File: src/rtl/cla_pkg.sv
// Shared definitions for the nibble-serial carry-lookahead add/subtract sequencer.
package cla_pkg;

  localparam int NIBBLE = 4;

  typedef enum logic [1:0] {
    IDLE = 2'd0,
    RUN  = 2'd1,
    DONE = 2'd2
  } state_e;

  // Ceiling log2 used to size the nibble counter; callers always pass values >= 2.
  function automatic int clog2(input int value);
    int result;
    int v;
    result = 0;
    v = value - 1;
    while (v > 0) begin
      result = result + 1;
      v = v >> 1;
    end
    return result;
  endfunction

endpackage

File: src/rtl/cla4.sv
// 4-bit carry-lookahead adder slice, purely combinational.
module cla4 (
  input  logic [3:0] a,
  input  logic [3:0] b,
  input  logic       cin,
  output logic [3:0] sum,
  output logic       cout
);

  logic [3:0] p_s;
  logic [3:0] g_s;
  logic [4:0] c_s;

  assign p_s = a ^ b;
  assign g_s = a & b;

  // Every carry is expanded directly from generate/propagate, so no ripple through the slice.
  assign c_s[0] = cin;
  assign c_s[1] = g_s[0] | (p_s[0] & cin);
  assign c_s[2] = g_s[1] | (p_s[1] & g_s[0]) | (p_s[1] & p_s[0] & cin);
  assign c_s[3] = g_s[2] | (p_s[2] & g_s[1]) | (p_s[2] & p_s[1] & g_s[0])
                | (p_s[2] & p_s[1] & p_s[0] & cin);
  assign c_s[4] = g_s[3] | (p_s[3] & g_s[2]) | (p_s[3] & p_s[2] & g_s[1])
                | (p_s[3] & p_s[2] & p_s[1] & g_s[0])
                | (p_s[3] & p_s[2] & p_s[1] & p_s[0] & cin);

  assign sum  = p_s ^ c_s[3:0];
  assign cout = c_s[4];

endmodule

File: src/rtl/cla_nibble_seq.sv
// WIDTH-bit add/subtract sequencer reusing one 4-bit CLA slice, one nibble per cycle, LSB first.
module cla_nibble_seq
  import cla_pkg::*;
#(
  parameter int WIDTH = 16
) (
  input  logic             clk,
  input  logic             rst,
  input  logic             in_valid,
  output logic             in_ready,
  input  logic [WIDTH-1:0] a,
  input  logic [WIDTH-1:0] b,
  input  logic             cin,
  input  logic             sub,
  output logic             out_valid,
  input  logic             out_ready,
  output logic [WIDTH-1:0] sum,
  output logic             cout,
  output logic             overflow,
  output logic             busy
);

  localparam int N     = WIDTH / NIBBLE;
  localparam int CNT_W = clog2(N);

  state_e             state_q;
  logic [WIDTH-1:0]   a_q;
  logic [WIDTH-1:0]   b_q;
  logic [WIDTH-1:0]   res_q;
  logic               carry_q;
  logic               a_msb_q;
  logic               b_msb_q;
  logic               ovf_q;
  logic [CNT_W-1:0]   cnt_q;

  logic [WIDTH-1:0]   b_eff_s;
  logic [NIBBLE-1:0]  slice_sum_s;
  logic               slice_cout_s;
  logic               accept_s;
  logic               last_s;

  cla4 u_cla4 (
    .a    (a_q[NIBBLE-1:0]),
    .b    (b_q[NIBBLE-1:0]),
    .cin  (carry_q),
    .sum  (slice_sum_s),
    .cout (slice_cout_s)
  );

  // Subtraction is a + ~b + 1, so the inversion and forced carry happen once at capture.
  always_comb begin
    b_eff_s  = b;
    accept_s = 1'b0;
    last_s   = 1'b0;
    if (sub) begin
      b_eff_s = ~b;
    end else begin
      b_eff_s = b;
    end
    if ((state_q == IDLE) && in_valid && !rst) begin
      accept_s = 1'b1;
    end else begin
      accept_s = 1'b0;
    end
    if (cnt_q == CNT_W'(N - 1)) begin
      last_s = 1'b1;
    end else begin
      last_s = 1'b0;
    end
  end

  // Sequencer state, operand shifters, result shifter and status flags.
  always_ff @(posedge clk) begin
    if (rst) begin
      state_q <= IDLE;
      a_q     <= {WIDTH{1'b0}};
      b_q     <= {WIDTH{1'b0}};
      res_q   <= {WIDTH{1'b0}};
      carry_q <= 1'b0;
      a_msb_q <= 1'b0;
      b_msb_q <= 1'b0;
      ovf_q   <= 1'b0;
      cnt_q   <= {CNT_W{1'b0}};
    end else begin
      case (state_q)
        IDLE: begin
          if (accept_s) begin
            a_q     <= a;
            b_q     <= b_eff_s;
            carry_q <= sub ? 1'b1 : cin;
            a_msb_q <= a[WIDTH-1];
            b_msb_q <= b_eff_s[WIDTH-1];
            ovf_q   <= 1'b0;
            cnt_q   <= {CNT_W{1'b0}};
            state_q <= RUN;
          end else begin
            state_q <= IDLE;
          end
        end
        RUN: begin
          a_q     <= {{NIBBLE{1'b0}}, a_q[WIDTH-1:NIBBLE]};
          b_q     <= {{NIBBLE{1'b0}}, b_q[WIDTH-1:NIBBLE]};
          res_q   <= {slice_sum_s, res_q[WIDTH-1:NIBBLE]};
          carry_q <= slice_cout_s;
          cnt_q   <= cnt_q + CNT_W'(1);
          if (last_s) begin
            // The final slice's top bit is the result sign bit.
            ovf_q   <= (a_msb_q == b_msb_q) && (slice_sum_s[NIBBLE-1] != a_msb_q);
            state_q <= DONE;
          end else begin
            state_q <= RUN;
          end
        end
        DONE: begin
          if (out_ready) begin
            state_q <= IDLE;
          end else begin
            state_q <= DONE;
          end
        end
        default: begin
          state_q <= IDLE;
        end
      endcase
    end
  end

  assign in_ready  = (state_q == IDLE) && !rst;
  assign out_valid = (state_q == DONE);
  assign busy      = (state_q != IDLE);
  assign sum       = res_q;
  assign cout      = carry_q;
  assign overflow  = ovf_q;

endmodule
File: config.mk
export PLATFORM = sky130hd
export DESIGN_NAME = cla_nibble_seq
export DESIGN_NICKNAME = d
export VERILOG_FILES = /design/src/rtl/cla_pkg.sv /design/src/rtl/cla4.sv /design/src/rtl/cla_nibble_seq.sv
export SDC_FILE = /design/constraint.sdc
export NUM_CORES = 1
export LEC_CHECK = 0
export CAP_MARGIN = 20
export CORE_MARGIN = 5
export CORE_UTILIZATION = 32
export CTS_BUF_LIST = sky130_fd_sc_hd__clkbuf_4
export DETAILED_ROUTE_END_ITERATION = 16
export GPL_ROUTABILITY_DRIVEN = 0
export MAX_ROUTING_LAYER = met4
export REMOVE_ABC_BUFFERS = 1
export SLEW_MARGIN = 20
export SYNTH_ARGS = -nofsm -noshare
export SYNTH_HDL_FRONTEND = slang
export SYNTH_SLANG_ARGS = --single-unit
File: constraint.sdc
create_clock -name clk -period 4.31 [get_ports clk]
set_input_delay 0.862 -clock clk [delete_from_list [all_inputs] [get_ports clk]]
set_output_delay 0.862 -clock clk [all_outputs]
set_load 0.01 [all_outputs]
-- Word level (Yosys, flattened, before mapping)
Index checks and enable logic that the tools add are counted.
- register bits after elaboration: 56
- input bits: 38
- output and inout bits: 21
- logic and storage cells: 77
- add/subtract/negate cells: 1
- eq/ne operators: 7
- multiplexer cells: 19
- bitwise operators: 30
- reduce and logical (&&, ||, !) cells: 11
- operator list (kind ; number):
    $pmux 16 s2 ; 2
    $mux 16 ; 3
    $and 1x1->1 ; 16
    $not 16->16 ; 1
    $or 1x1->1 ; 10
    $xor 4x4->4 ; 2
    $mux 1 ; 7
    $mux 2 ; 3
    $pmux 2 s3 ; 1
    $and 4x4->4 ; 1
    $eq 2x2->1 const B ; 2
    $logic_and 1x1->1 ; 4
    $ne 2x2->1 const B ; 2
    $pmux 1 s2 ; 2
    $pmux 2 s2 ; 1
    $reduce_and 2->1 ; 2
    $reduce_bool 2->1 ; 2
    $reduce_and 3->1 ; 1
    $add 2x1->2 const B ; 1
    $eq 2x1->1 const B ; 1
    $logic_not 2->1 ; 1
    $eq 1x1->1 ; 1
    $logic_not 1->1 ; 1
    $ne 1x1->1 ; 1

-- Longest topological paths before layout
Gate-level depths: netlist of the first run.
- depth after elaboration: 10
- mapped depth: 7
- mapped depth without buffers: 5

-- Modules after synthesis
A second synthesis of the first run with hierarchy kept.
- cell total of the unflattened synthesis: 304
- area total of the unflattened synthesis: 2655.0 µm²
- modules (own cells, without submodules) (module ; instances ; cells each ; area each (µm²)):
    cla_nibble_seq ; 1 ; 287 ; 2507.4
    cla4 ; 1 ; 17 ; 147.6

-- Least setup slack after synthesis of the first run
Ideal clock, no wire load.
- path kind: input to output
- start: input port rst
- end: output port in_ready
- arrival time: 1.832 ns
- required time: 3.448 ns
- slack: 1.616 ns
- stages on the path: 4
- cells stage by stage: clkbuf_1 > clkbuf_1 > clkbuf_1 > nor2_1
- longest elaborated chain between the ends: 2
- RTL lines (item ; RTL line ; source):
    start: declaration ; cla_nibble_seq.sv:8 ; input logic rst,
    $logic_not 1->1 ; cla_nibble_seq.sv:128 ; assign in_ready = (state_q == IDLE) && !rst;
    $logic_and 1x1->1 ; cla_nibble_seq.sv:128 ;
    end: declaration ; cla_nibble_seq.sv:10 ; output logic in_ready,
No other way between the ends.

-- Worst setup path in the final report of the first run
Ends and elaborated chain as after synthesis.

==> run summary, run 1 <==
PLACED DESIGN
--------------------------------------------------------------------------------------
Count of placed standard cells including taps                                      443
Post-detail-place hpwl                                                        4.005 mm
Place WS                                                                      1.510 ns
Count of buffers inserted at the top-level ports                                    58

TIMING
--------------------------------------------------------------------------------------
Actual transition at the worst max-transition pin                            0.9462 ns
Final setup violation count                                                          0
Final worst slack                                                             1.543 ns
Final worst clock skew                                                      0.01756 ns
Crit share post-route                                                           64.20%
Max-slew violation total from the final report                                       0
Maximum clock rate                                                           361.4 MHz
Total count of hold-check failures in the final report                               0
Min Tclk post-route                                                           2.767 ns
Setup repair after global routing missed its margin                              false
Total negative slack for setup checks                                             0 ns
Headroom to the max-slew limit                                                  36.78%

YOSYS
--------------------------------------------------------------------------------------
Sequential cell area fraction in the yosys report                               43.52%
Share of the synthesized area in the top cell type                              43.52%
Cell type contributing the most total cell area after synthesis           sky130_fd_sc_hd__dfxtp_1
Post-synthesis average cell area                                            8.502 um^2
Compound-Gate Fraction of Synth Area                                            21.52%
Synthesized instance count                                                         303
Seq cells post-synth                                                                56
Mux share of post-synthesis cell area                                          0.3885%
Count of synthesis-stage warnings from yosys                                         0
Simple-gate area share of the yosys netlist                                     20.06%
Synth top area cells                                                      sky130_fd_sc_hd__dfxtp_1, sky130_fd_sc_hd__nand2_1, sky130_fd_sc_hd__a21oi_1
Count of distinct cell types in the synthesized netlist                             41
Combinational family with the most area after synthesis                   compound AO/OA/AOI/OAI gates
Synthesized-area fraction occupied by xor and xnor cells                        5.780%
Adder and majority cell fraction of the synthesized area                        3.205%
Area of the mapped netlist                                                   2576 um^2

FINISH
--------------------------------------------------------------------------------------
Nets                                                                               392
Antenna fix cells                                                                    0
Fill cells                                                                         808
Final non-filler cell total                                                        451
Area added between synthesis and finish                                         27.54%
Fraction of final layout cells sized beyond drive strength 1                    7.736%

WORST SETUP PATH
--------------------------------------------------------------------------------------
Top Family by Delay on Critical Path                                      buffers and inverters
Maximum net fanout on the critical path                                             28
Arr. time, crit path                                                           1.91 ns
CP Data Required Time                                                          3.45 ns
CP bufs+invs                                                                         2
Nature of the critical path startpoint                                       input pin
Endpoint class of the critical path                                       primary output
Setup CP Type                                                             input pin to primary output
Ordered list of cells on the worst path                                   buf_2, nor2_1, clkdlybuf4s50_1
Maximum cell stage delay along the critical path                               0.49 ns
Max stage delay cell, worst path                                          sky130_fd_sc_hd__clkdlybuf4s50_1

FLOORPLANNING
--------------------------------------------------------------------------------------
Die Span X                                                                    99.73 um
Die Height                                                                    99.73 um
Number of I/O pins                                                                  59
Site row count                                                                      32
Total core area                                                              7767 um^2
Initial standard-cell utilization of the core                                   33.17%
Die area                                                                     9945 um^2

CTS
--------------------------------------------------------------------------------------
CTS H-tree depth                                                                     2
Number of clock sinks                                                               56
Count of buffers added by post-CTS timing repair for setup                           0
Clock slew at the register clock pins of the worst setup and hold paths        0.15 ns
Post-CTS Hold Fix Bufs                                                               0
Clock Tree Root                                                           sky130_fd_sc_hd__clkbuf_4
Clk Latency, worst-skew pair                                                   0.38 ns
Total CTS buffers                                                                    5
CTS tree                                                                          done
Number of gates given a new drive strength after cts                                 0
Maximum buffer depth of the clock tree                                               2

GLOBAL ROUTE
--------------------------------------------------------------------------------------
Vias in the first global route                                                    2093
Global routing met3 resource utilization                                        2.805%
Number of antenna violations at the first check in global routing                    0
Busiest metal layer after global routing                                          met2
Routing usage on met1                                                           15.07%
Sum of overflow across all layers after global routing                               0
Global routing met2 resource utilization                                        20.42%
Maximum number of pins on one net before global-route repair                        43
First-pass GRT wire length                                                    9.673 mm
Global Route Usage Sum                                                          12.26%

DETAILED ROUTING
--------------------------------------------------------------------------------------
Vias per Instance                                                                4.807
Routed length per placed instance                                             12.67 um
Number of routed nets with antenna violations                                        0
Overall via count from detail_route                                               2168
# DRC                                                                                0
WL final                                                                      5.713 mm
Starting DRT DRC Count                                                              81
DRT Pass-1 Iters                                                                     4

STATUS
--------------------------------------------------------------------------------------
Result of the run                                                            completed

JOB
--------------------------------------------------------------------------------------
Count of max-cap constraint violations                                               0

POWER AND IR DROP
--------------------------------------------------------------------------------------
Power density over cell area                                              322.3 nW/um^2
VDD IR max                                                                    120.3 uV
Leak pwr                                                                      1.147 nW

WORST HOLD PATH
--------------------------------------------------------------------------------------
Worst min path class                                                      flop to flop

[layout make-up]
cell class | instances | area, um^2 | area share, %
Timing Repair Buffer | 62 | 605.6 | 18.43
Sequential cell | 56 | 1121 | 34.12
Clock buffer | 6 | 45.04 | 1.371
Inverter | 6 | 22.52 | 0.6855
Clock inverter | 2 | 35.03 | 1.066
Tap cell | 102 | 127.6 | 3.884
Multi-Input combinational cell | 217 | 1329 | 40.44
[cells in the mapped netlist]
cell / count
sky130_fd_sc_hd__a2111o_1: 1
sky130_fd_sc_hd__a211o_1: 3
sky130_fd_sc_hd__a211oi_1: 5
sky130_fd_sc_hd__a21o_1: 1
sky130_fd_sc_hd__a21oi_1: 29
sky130_fd_sc_hd__a221oi_1: 1
sky130_fd_sc_hd__a22oi_1: 7
sky130_fd_sc_hd__a311o_1: 1
sky130_fd_sc_hd__a311oi_1: 4
sky130_fd_sc_hd__a311oi_2: 8
sky130_fd_sc_hd__a31oi_1: 1
sky130_fd_sc_hd__and3_1: 2
sky130_fd_sc_hd__buf_1: 2
sky130_fd_sc_hd__buf_2: 3
sky130_fd_sc_hd__buf_4: 1
sky130_fd_sc_hd__buf_6: 3
sky130_fd_sc_hd__clkbuf_1: 15
sky130_fd_sc_hd__dfxtp_1: 56
sky130_fd_sc_hd__fa_1: 1
sky130_fd_sc_hd__ha_1: 5
sky130_fd_sc_hd__inv_1: 6
sky130_fd_sc_hd__mux2i_1: 1
sky130_fd_sc_hd__nand2_1: 75
sky130_fd_sc_hd__nand2_8: 1
sky130_fd_sc_hd__nand2b_1: 2
sky130_fd_sc_hd__nand3_1: 4
sky130_fd_sc_hd__nand3b_1: 1
sky130_fd_sc_hd__nand4_1: 1
sky130_fd_sc_hd__nor2_1: 23
sky130_fd_sc_hd__nor2b_1: 2
sky130_fd_sc_hd__nor3_1: 2
sky130_fd_sc_hd__nor4_1: 1
sky130_fd_sc_hd__nor4b_2: 1
sky130_fd_sc_hd__o211ai_1: 5
sky130_fd_sc_hd__o21a_1: 1
sky130_fd_sc_hd__o21ai_0: 1
sky130_fd_sc_hd__o22ai_1: 7
sky130_fd_sc_hd__or2_2: 2
sky130_fd_sc_hd__or4b_4: 1
sky130_fd_sc_hd__xnor2_1: 16
sky130_fd_sc_hd__xor2_1: 1
[flip-flops by register name, indices dropped and copies added, names as in the netlist]
signal	flops
cout	1
b_q	16
state_q	2
a_q	16
b_msb_q	1
a_msb_q	1
sum	16
cnt_q	2
overflow	1
[stage by stage]
stage | hold slack (ns) | util (%) | area, um^2 | total power [mW]
after global routing | 0.4812 | 42.30 | 3286 | 1.117
final | 0.4626 | 42.30 | 3286 | 1.059
after global placement | 0.4404 | 41.27 | 3206 | 0.7845
after floorplan | 0.4255 | - | 2456 | 0.6935
after detailed placement | 0.4426 | 41.27 | 3206 | 0.7883
after CTS | 0.4615 | 42.30 | 3286 | 1.076
[worst reg2reg max path: stages, from the launching register on]
cell                      delay [ns]
sky130_fd_sc_hd__dfxtp_1        0.58
sky130_fd_sc_hd__nor2b_4        0.85
sky130_fd_sc_hd__nor2_1         0.42
sky130_fd_sc_hd__a22oi_1        0.25
sky130_fd_sc_hd__o22ai_1        0.09
[per-layer routing]
metal,wire [um],vias up
met5,0,-
met4,49,0
met3,277,5
met2,2725,45
met1,2660,985
li1,-,1133
[logic make-up after synthesis]
| kind of cell | after synthesis |
|---|---|
| buf+inv | 30 |
| fa+ha+maj | 6 |
| mux | 1 |
| compound gates | 75 |
| flops | 56 |
| simple gates | 118 |
| xor+xnor | 17 |
[worst paths after layout]
path	startpoint	end	slack, ns	cells after the start
worst max-delay path	rst	in_ready	1.54	3
worst max register to register	state_q[0]	b_q[0]	2.00	4
worst min-delay path	b_q[12]	b_q[8]	0.46	2
worst min register to register	b_q[12]	b_q[8]	0.46	2
[cell usage in the layout (no fill, tap or decap), drive strengths merged]
| cell | instances |
|---|---|
| nand2 | 76 |
| clkdlybuf4s50 | 57 |
| dfxtp | 56 |
| a21oi | 29 |
| nor2 | 23 |
| xnor2 | 16 |
| a311oi | 12 |
| a22oi | 7 |
| o22ai | 7 |
| inv | 6 |
| clkbuf | 6 |
| a211oi | 5 |
| o211ai | 5 |
| ha | 5 |
| buf | 5 |
| nand3 | 4 |
| a211o | 3 |
| or2 | 2 |
| nand2b | 2 |
| nor3 | 2 |
| and3 | 2 |
| nor2b | 2 |
| or4b | 1 |
| nor4b | 1 |
| mux2i | 1 |
| o21a | 1 |
| a21o | 1 |
| nand3b | 1 |
| xor2 | 1 |
| a221oi | 1 |
| a31oi | 1 |
| a311o | 1 |
| o21ai | 1 |
| a2111o | 1 |
| nor4 | 1 |
| nand4 | 1 |
| fa | 1 |
| clkinv | 1 |
| bufinv | 1 |
[power by group]
group	total [mW]	leakage, nW	internal [mW]	switching [mW]
sequential	0.571	0.458	0.550	0.0210
clock	0.285	0.0456	0.128	0.157
combinational	0.203	0.644	0.101	0.102
No activity file was read; power rests on OpenSTA's default activity.
==> run 2: changes to the inputs <==
==> constraint.sdc (replaced) <==
create_clock -name clk -period 2.74 [get_ports clk]
set_input_delay 0.548 -clock clk [delete_from_list [all_inputs] [get_ports clk]]
set_output_delay 0.548 -clock clk [all_outputs]
set_load 0.01 [all_outputs]
==> run summary, run 2 (same netlist as run 1, synthesis figures left out) <==
PLACED DESIGN
--------------------------------------------------------------------------------------
Count of placed standard cells including taps                                      446   +0.68%
Count of buffers inserted at the top-level ports                                    58   unchanged
Place WS                                                                     0.4140 ns   -1.096 ns
Post-detail-place hpwl                                                        4.178 mm   +4.3%

CTS
--------------------------------------------------------------------------------------
Post-CTS Hold Fix Bufs                                                               0   unchanged
Clock slew at the register clock pins of the worst setup and hold paths        0.14 ns   about the same
Number of clock sinks                                                               56   unchanged
Clock Tree Root                                                           sky130_fd_sc_hd__clkbuf_4
CTS H-tree depth                                                                     2   unchanged
Number of gates given a new drive strength after cts                                 0   unchanged
Count of buffers added by post-CTS timing repair for setup                           0   unchanged
Maximum buffer depth of the clock tree                                               2   unchanged
CTS tree                                                                          done
Total CTS buffers                                                                    5   unchanged
Clk Latency, worst-skew pair                                                   0.37 ns   about the same

DETAILED ROUTING
--------------------------------------------------------------------------------------
WL final                                                                      5.793 mm   +1.4%
# DRC                                                                                0   unchanged
Overall via count from detail_route                                               2208   +1.8%
Starting DRT DRC Count                                                              84   +3.7%
Number of routed nets with antenna violations                                        0   unchanged
Vias per Instance                                                                4.863   +1.2%
Routed length per placed instance                                             12.76 um   +0.73%
DRT Pass-1 Iters                                                                     4   unchanged

GLOBAL ROUTE
--------------------------------------------------------------------------------------
First-pass GRT wire length                                                    9.873 mm   +2.1%
Sum of overflow across all layers after global routing                               0   unchanged
Number of antenna violations at the first check in global routing                    0   unchanged
Global Route Usage Sum                                                          12.50%   +0.24 points
Vias in the first global route                                                    2118   +1.2%
Maximum number of pins on one net before global-route repair                        48   +12%

JOB
--------------------------------------------------------------------------------------
Count of max-cap constraint violations                                               0   unchanged

TIMING
--------------------------------------------------------------------------------------
Total negative slack for setup checks                                             0 ns   unchanged
Final setup violation count                                                          0   unchanged
Final worst slack                                                            0.3999 ns   -1.143 ns
Setup repair after global routing missed its margin                              false
Headroom to the max-slew limit                                                  53.67%   +17 points
Total count of hold-check failures in the final report                               0   unchanged
Maximum clock rate                                                           427.3 MHz
Max-slew violation total from the final report                                       0   unchanged
Crit share post-route                                                           85.41%
Actual transition at the worst max-transition pin                            0.6924 ns   -0.2539 ns
Final worst clock skew                                                     0.005713 ns   -0.01185 ns
Min Tclk post-route                                                           2.340 ns

FLOORPLANNING
--------------------------------------------------------------------------------------
Die area                                                                     9945 um^2   unchanged
Die Span X                                                                    99.73 um   unchanged
Total core area                                                              7767 um^2   unchanged
Initial standard-cell utilization of the core                                   33.17%   unchanged
Die Height                                                                    99.73 um   unchanged
Number of I/O pins                                                                  59   unchanged
Site row count                                                                      32   unchanged

FINISH
--------------------------------------------------------------------------------------
Area added between synthesis and finish                                         27.49%   about the same
Most frequent standard cell in the layout excluding fill and tap cells    sky130_fd_sc_hd__nand2_1
Nets                                                                               395   +0.77%
Core Util, Final                                                                42.28%   about the same
Fill cells                                                                         805   -0.37%
Fraction of final layout cells sized beyond drive strength 1                    8.239%   +0.50 points
Commonest non-fill, non-tap cells in the layout                           sky130_fd_sc_hd__nand2_1, sky130_fd_sc_hd__clkdlybuf4s50_1, sky130_fd_sc_hd__dfxtp_1
Antenna fix cells                                                                    0   unchanged
Final non-filler cell total                                                        454   +0.67%

POWER AND IR DROP
--------------------------------------------------------------------------------------
Power density over cell area                                              480.9 nW/um^2   +49%
PnR Total Power                                                               1.579 mW   +49%
VDD IR max                                                                    154.7 uV   +29%
Leak pwr                                                                      1.150 nW   +0.24%

WORST SETUP PATH
--------------------------------------------------------------------------------------
Setup CP Type                                                             flop to primary output
Arr. time, crit path                                                           1.79 ns   -0.12 ns
Maximum net fanout on the critical path                                              9   -68%
Endpoint class of the critical path                                       primary output
Nature of the critical path startpoint                                            flop
Flop2flop setup slack                                                          0.92 ns   -1.08 ns
CP Data Required Time                                                          2.19 ns   -1.26 ns
Depth of the worst register-to-register path                                         5   +1

WORST HOLD PATH
--------------------------------------------------------------------------------------
Worst min path class                                                      input pin to flop
Cells on Worst Hold Path                                                             2   unchanged

STATUS
--------------------------------------------------------------------------------------
Result of the run                                                            completed

## run 2: changes by cell type in the layout (fill, tap and decap cells not counted)
cell	delta
sky130_fd_sc_hd__clkinv_2	-1
sky130_fd_sc_hd__clkinv_1	+1
sky130_fd_sc_hd__bufinv_16	-1
sky130_fd_sc_hd__buf_4	+3
sky130_fd_sc_hd__clkbuf_4	+1
## run 2: final cells by class
type / instances / area [um^2] / area share, %
flip-flops and latches: 56 / 1121 / 34.13
well taps: 102 / 127.6 / 3.886
multi-input cells: 217 / 1329 / 40.46
repair buffers: 65 / 628.1 / 19.12
clock buffers: 7 / 52.55 / 1.600
inverters: 6 / 22.52 / 0.6857
clock inverters: 1 / 3.754 / 0.1143
## run 2: path summary, 6_finish.rpt
check        startpoint         end
max          state_q[1]    in_ready
max reg2reg      a_q[1]        cout
min reg2reg      sum[0]      sum[0]
min                 rst  state_q[1]
## run 2: report_power, final
part	internal (mW)	switching [mW]	leakage (nW)
Sequential	0.865	0.0338	0.458
Clock	0.119	0.237	0.0338
Combinational	0.162	0.162	0.658
Total	1.15	0.433	1.15
## run 2: stage by stage
stage          cell area (um^2)  hold WS, ns
5_1_grt                    3284       0.4347
6_report                   3284       0.4516
4_1_cts                    3284       0.4301
3_5_place_dp               3228       0.4432
3_3_place_gp               3228       0.4415
2_1_floorplan              2456       0.4255
## run 2: critical path, cell delays in order, from the launching register on
cell and delay (ns):
sky130_fd_sc_hd__dfxtp_1 0.45, sky130_fd_sc_hd__or2_2 0.35, sky130_fd_sc_hd__nor2_1 0.08, sky130_fd_sc_hd__clkdlybuf4s50_1 0.54
## run 2: layer usage
metal | wire length, um | part of all wire [%] | up-vias | GRT usage (%)
met1 | 2753 | 48 | 1016 | 15.86
met3 | 247 | 4.3 | 6 | 2.665
li1 | - | - | 1143 | -
met5 | 0 | 0 | - | -
met4 | 64 | 1.1 | 0 | 3.676
met2 | 2727 | 47 | 43 | 20.01
==> run 3: changes to the inputs <==
--- a/config.mk
+++ b/config.mk
@@ -8,9 +8,11 @@
 export CAP_MARGIN = 20
 export CORE_MARGIN = 5
 export CORE_UTILIZATION = 32
-export CTS_BUF_LIST = sky130_fd_sc_hd__clkbuf_4
+export CTS_BUF_LIST = sky130_fd_sc_hd__clkbuf_4 sky130_fd_sc_hd__clkbuf_8
 export DETAILED_ROUTE_END_ITERATION = 16
+export DONT_BUFFER_PORTS = 1
 export GPL_ROUTABILITY_DRIVEN = 0
+export HOLD_SLACK_MARGIN = 0.15
 export MAX_ROUTING_LAYER = met4
 export REMOVE_ABC_BUFFERS = 1
 export SLEW_MARGIN = 20
==> run summary, run 3 (same netlist as run 1, synthesis figures left out) <==
GLOBAL ROUTE
--------------------------------------------------------------------------------------
Global Route Usage Sum                                                          12.23%   -0.27 points
Routing usage on met1                                                           15.28%   -0.57 points
Maximum number of pins on one net before global-route repair                        53   +10%
Global routing met3 resource utilization                                        3.717%   +1.1 points
Global routing met2 resource utilization                                        19.24%   -0.77 points
Number of antenna violations at the first check in global routing                    0   unchanged
First-pass GRT wire length                                                    9.549 mm   -3.3%
Sum of overflow across all layers after global routing                               0   unchanged
Busiest metal layer after global routing                                          met2
Vias in the first global route                                                    1921   -9.3%

TIMING
--------------------------------------------------------------------------------------
Final worst clock skew                                                     0.005450 ns   -0.0002628 ns
Final worst slack                                                            0.8605 ns   +0.4606 ns
Total count of hold-check failures in the final report                               0   unchanged
Headroom to the max-slew limit                                                  60.70%   +7.0 points
Max-slew violation total from the final report                                       0   unchanged
Final setup violation count                                                          0   unchanged
Min Tclk post-route                                                           1.879 ns   -0.4606 ns
Actual transition at the worst max-transition pin                            0.5873 ns   -0.1050 ns
Maximum clock rate                                                           532.1 MHz   +25%
Total negative slack for setup checks                                             0 ns   unchanged
Crit share post-route                                                           68.59%   -17 points
Setup repair after global routing missed its margin                              false
Post-Route Hold Slack                                                        0.3096 ns   -0.1420 ns

WORST SETUP PATH
--------------------------------------------------------------------------------------
Capture point of the worst path                                               in_ready
Worst reg2reg startpoint                                                        a_q[1]
Setup CP Type                                                             flop to primary output
Flop2flop setup slack                                                          0.88 ns   -0.04 ns
Arr. time, crit path                                                           1.33 ns   -0.46 ns
Depth of the worst register-to-register path                                         5   unchanged
Maximum net fanout on the critical path                                              9   unchanged
Nature of the critical path startpoint                                            flop
Critical register-to-register path endpoint                                       cout
CP Data Required Time                                                          2.19 ns   about the same
Timing startpoint of the critical path                                      state_q[1]
Endpoint class of the critical path                                       primary output

POWER AND IR DROP
--------------------------------------------------------------------------------------
Power density over cell area                                              589.4 nW/um^2   +23%
Leak pwr                                                                     0.9418 nW   -18%
Clock power frac                                                                 30.0%   +7.4 points
Fraction of power spent switching nets                                          26.20%   -1.2 points
Psw                                                                          0.4224 mW   -2.5%
VDD IR max                                                                    228.3 uV   +48%
PnR Total Power                                                               1.612 mW   +2.1%
Comb pwr share                                                                   13.8%   -6.7 points
Internal power summed over all cells                                          1.190 mW   +3.8%
Power share of the sequential group                                              56.1%   -0.8 points

CTS
--------------------------------------------------------------------------------------
Number of clock sinks                                                               56   unchanged
Clock slew at the register clock pins of the worst setup and hold paths        0.09 ns   -0.05 ns
Number of gates given a new drive strength after cts                                 0   unchanged
CTS H-tree depth                                                                     2   unchanged
Total CTS buffers                                                                    5   unchanged
Count of buffers added by post-CTS timing repair for setup                           0   unchanged
Clock Tree Root                                                           sky130_fd_sc_hd__clkbuf_8
Clk Latency, worst-skew pair                                                   0.30 ns   -0.07 ns
CTS tree                                                                          done
Post-CTS Hold Fix Bufs                                                               0   unchanged
Maximum buffer depth of the clock tree                                               2   unchanged

JOB
--------------------------------------------------------------------------------------
Count of max-cap constraint violations                                               0   unchanged

DETAILED ROUTING
--------------------------------------------------------------------------------------
Starting DRT DRC Count                                                             113   +35%
Number of routed nets with antenna violations                                        0   unchanged
# DRC                                                                                0   unchanged
DRT Pass-1 Iters                                                                     4   unchanged
Routed length per placed instance                                             14.79 um   +16%
Vias per Instance                                                                5.018   +3.2%
Overall via count from detail_route                                               1977   -10%
WL final                                                                      5.828 mm   +0.60%

FINISH
--------------------------------------------------------------------------------------
Final standard cell area without fillers                                     2735 um^2   -17%
Core Util, Final                                                                35.21%   -7.1 points
Nets                                                                               335   -15%
Area added between synthesis and finish                                         6.168%
Final non-filler cell total                                                        394   -13%
Fill cells                                                                         828   +2.9%
Fraction of final layout cells sized beyond drive strength 1                    9.247%   +1.0 points
Total area of multi-input combinational cells                                1329 um^2   unchanged
Area taken by flip-flops and latches                                         1121 um^2   unchanged
Antenna fix cells                                                                    0   unchanged
Commonest non-fill, non-tap cells in the layout                           sky130_fd_sc_hd__nand2_1, sky130_fd_sc_hd__dfxtp_1, sky130_fd_sc_hd__a21oi_1
Most frequent standard cell in the layout excluding fill and tap cells    sky130_fd_sc_hd__nand2_1

FLOORPLANNING
--------------------------------------------------------------------------------------
Die Span X                                                                    99.73 um   unchanged
Die Height                                                                    99.73 um   unchanged
Die area                                                                     9945 um^2   unchanged
Initial standard-cell utilization of the core                                   33.17%   unchanged
Number of I/O pins                                                                  59   unchanged
Total core area                                                              7767 um^2   unchanged
Site row count                                                                      32   unchanged

STATUS
--------------------------------------------------------------------------------------
Result of the run                                                            completed

PLACED DESIGN
--------------------------------------------------------------------------------------
Count of placed standard cells including taps                                      386   -13%
Count of buffers inserted at the top-level ports                                     0   -100%
Place WS                                                                     0.8877 ns   +0.4737 ns
Post-detail-place hpwl                                                        4.130 mm   -1.1%
Dpl cell area                                                                2638 um^2   -18%

WORST HOLD PATH
--------------------------------------------------------------------------------------
Worst min path class                                                      input pin to flop

## run 3: cell types whose count changed in the layout (fill, tap and decap cells not counted), sizes merged
cell           delta
clkdlybuf4s50    -57
buf               -3
clkinv            -1
clkbuf            +1
## run 3: worst min path at each step
stage | slack, ns | start | cells past startpoint | to
finish | 0.31 | rst | 1 | a_q[10]
CTS | 0.29 | rst | 1 | a_q[8]
floorplan | 0.43 | b_q[6] | 2 | b_q[2]
global placement | 0.44 | b_q[12] | 2 | b_q[8]
detailed placement | 0.44 | b_q[6] | 2 | b_q[2]
global route | 0.28 | rst | 1 | a_q[6]
## run 3: layout make-up
type	count	area share, %
clock buffers	8	3.568
multi-input cells	217	48.58
well taps	102	4.666
flip-flops and latches	56	40.99
repair buffers	5	1.372
inverters	6	0.8234
## run 3: power by group through the flow
stage               logic [mW]  registers [mW]  clock network, mW
detailed placement       0.226           0.924                  0
global placement         0.222           0.923                  0
finish                   0.223           0.905              0.484
floorplan                0.179           0.912                  0
CTS                      0.226           0.906              0.504
global route             0.253           0.912              0.527
## run 3: critical path, cell delays in order (launching register included)
cell and delay (ns):
sky130_fd_sc_hd__dfxtp_1 0.43, sky130_fd_sc_hd__or2_2 0.39, sky130_fd_sc_hd__nor2_1 0.21
## run 3: layer usage
metal | wire length [um] | part of all wire (%)
met3 | 374 | 6.4
met5 | 0 | 0
met4 | 45 | 0.77
met2 | 2724 | 47
met1 | 2684 | 46
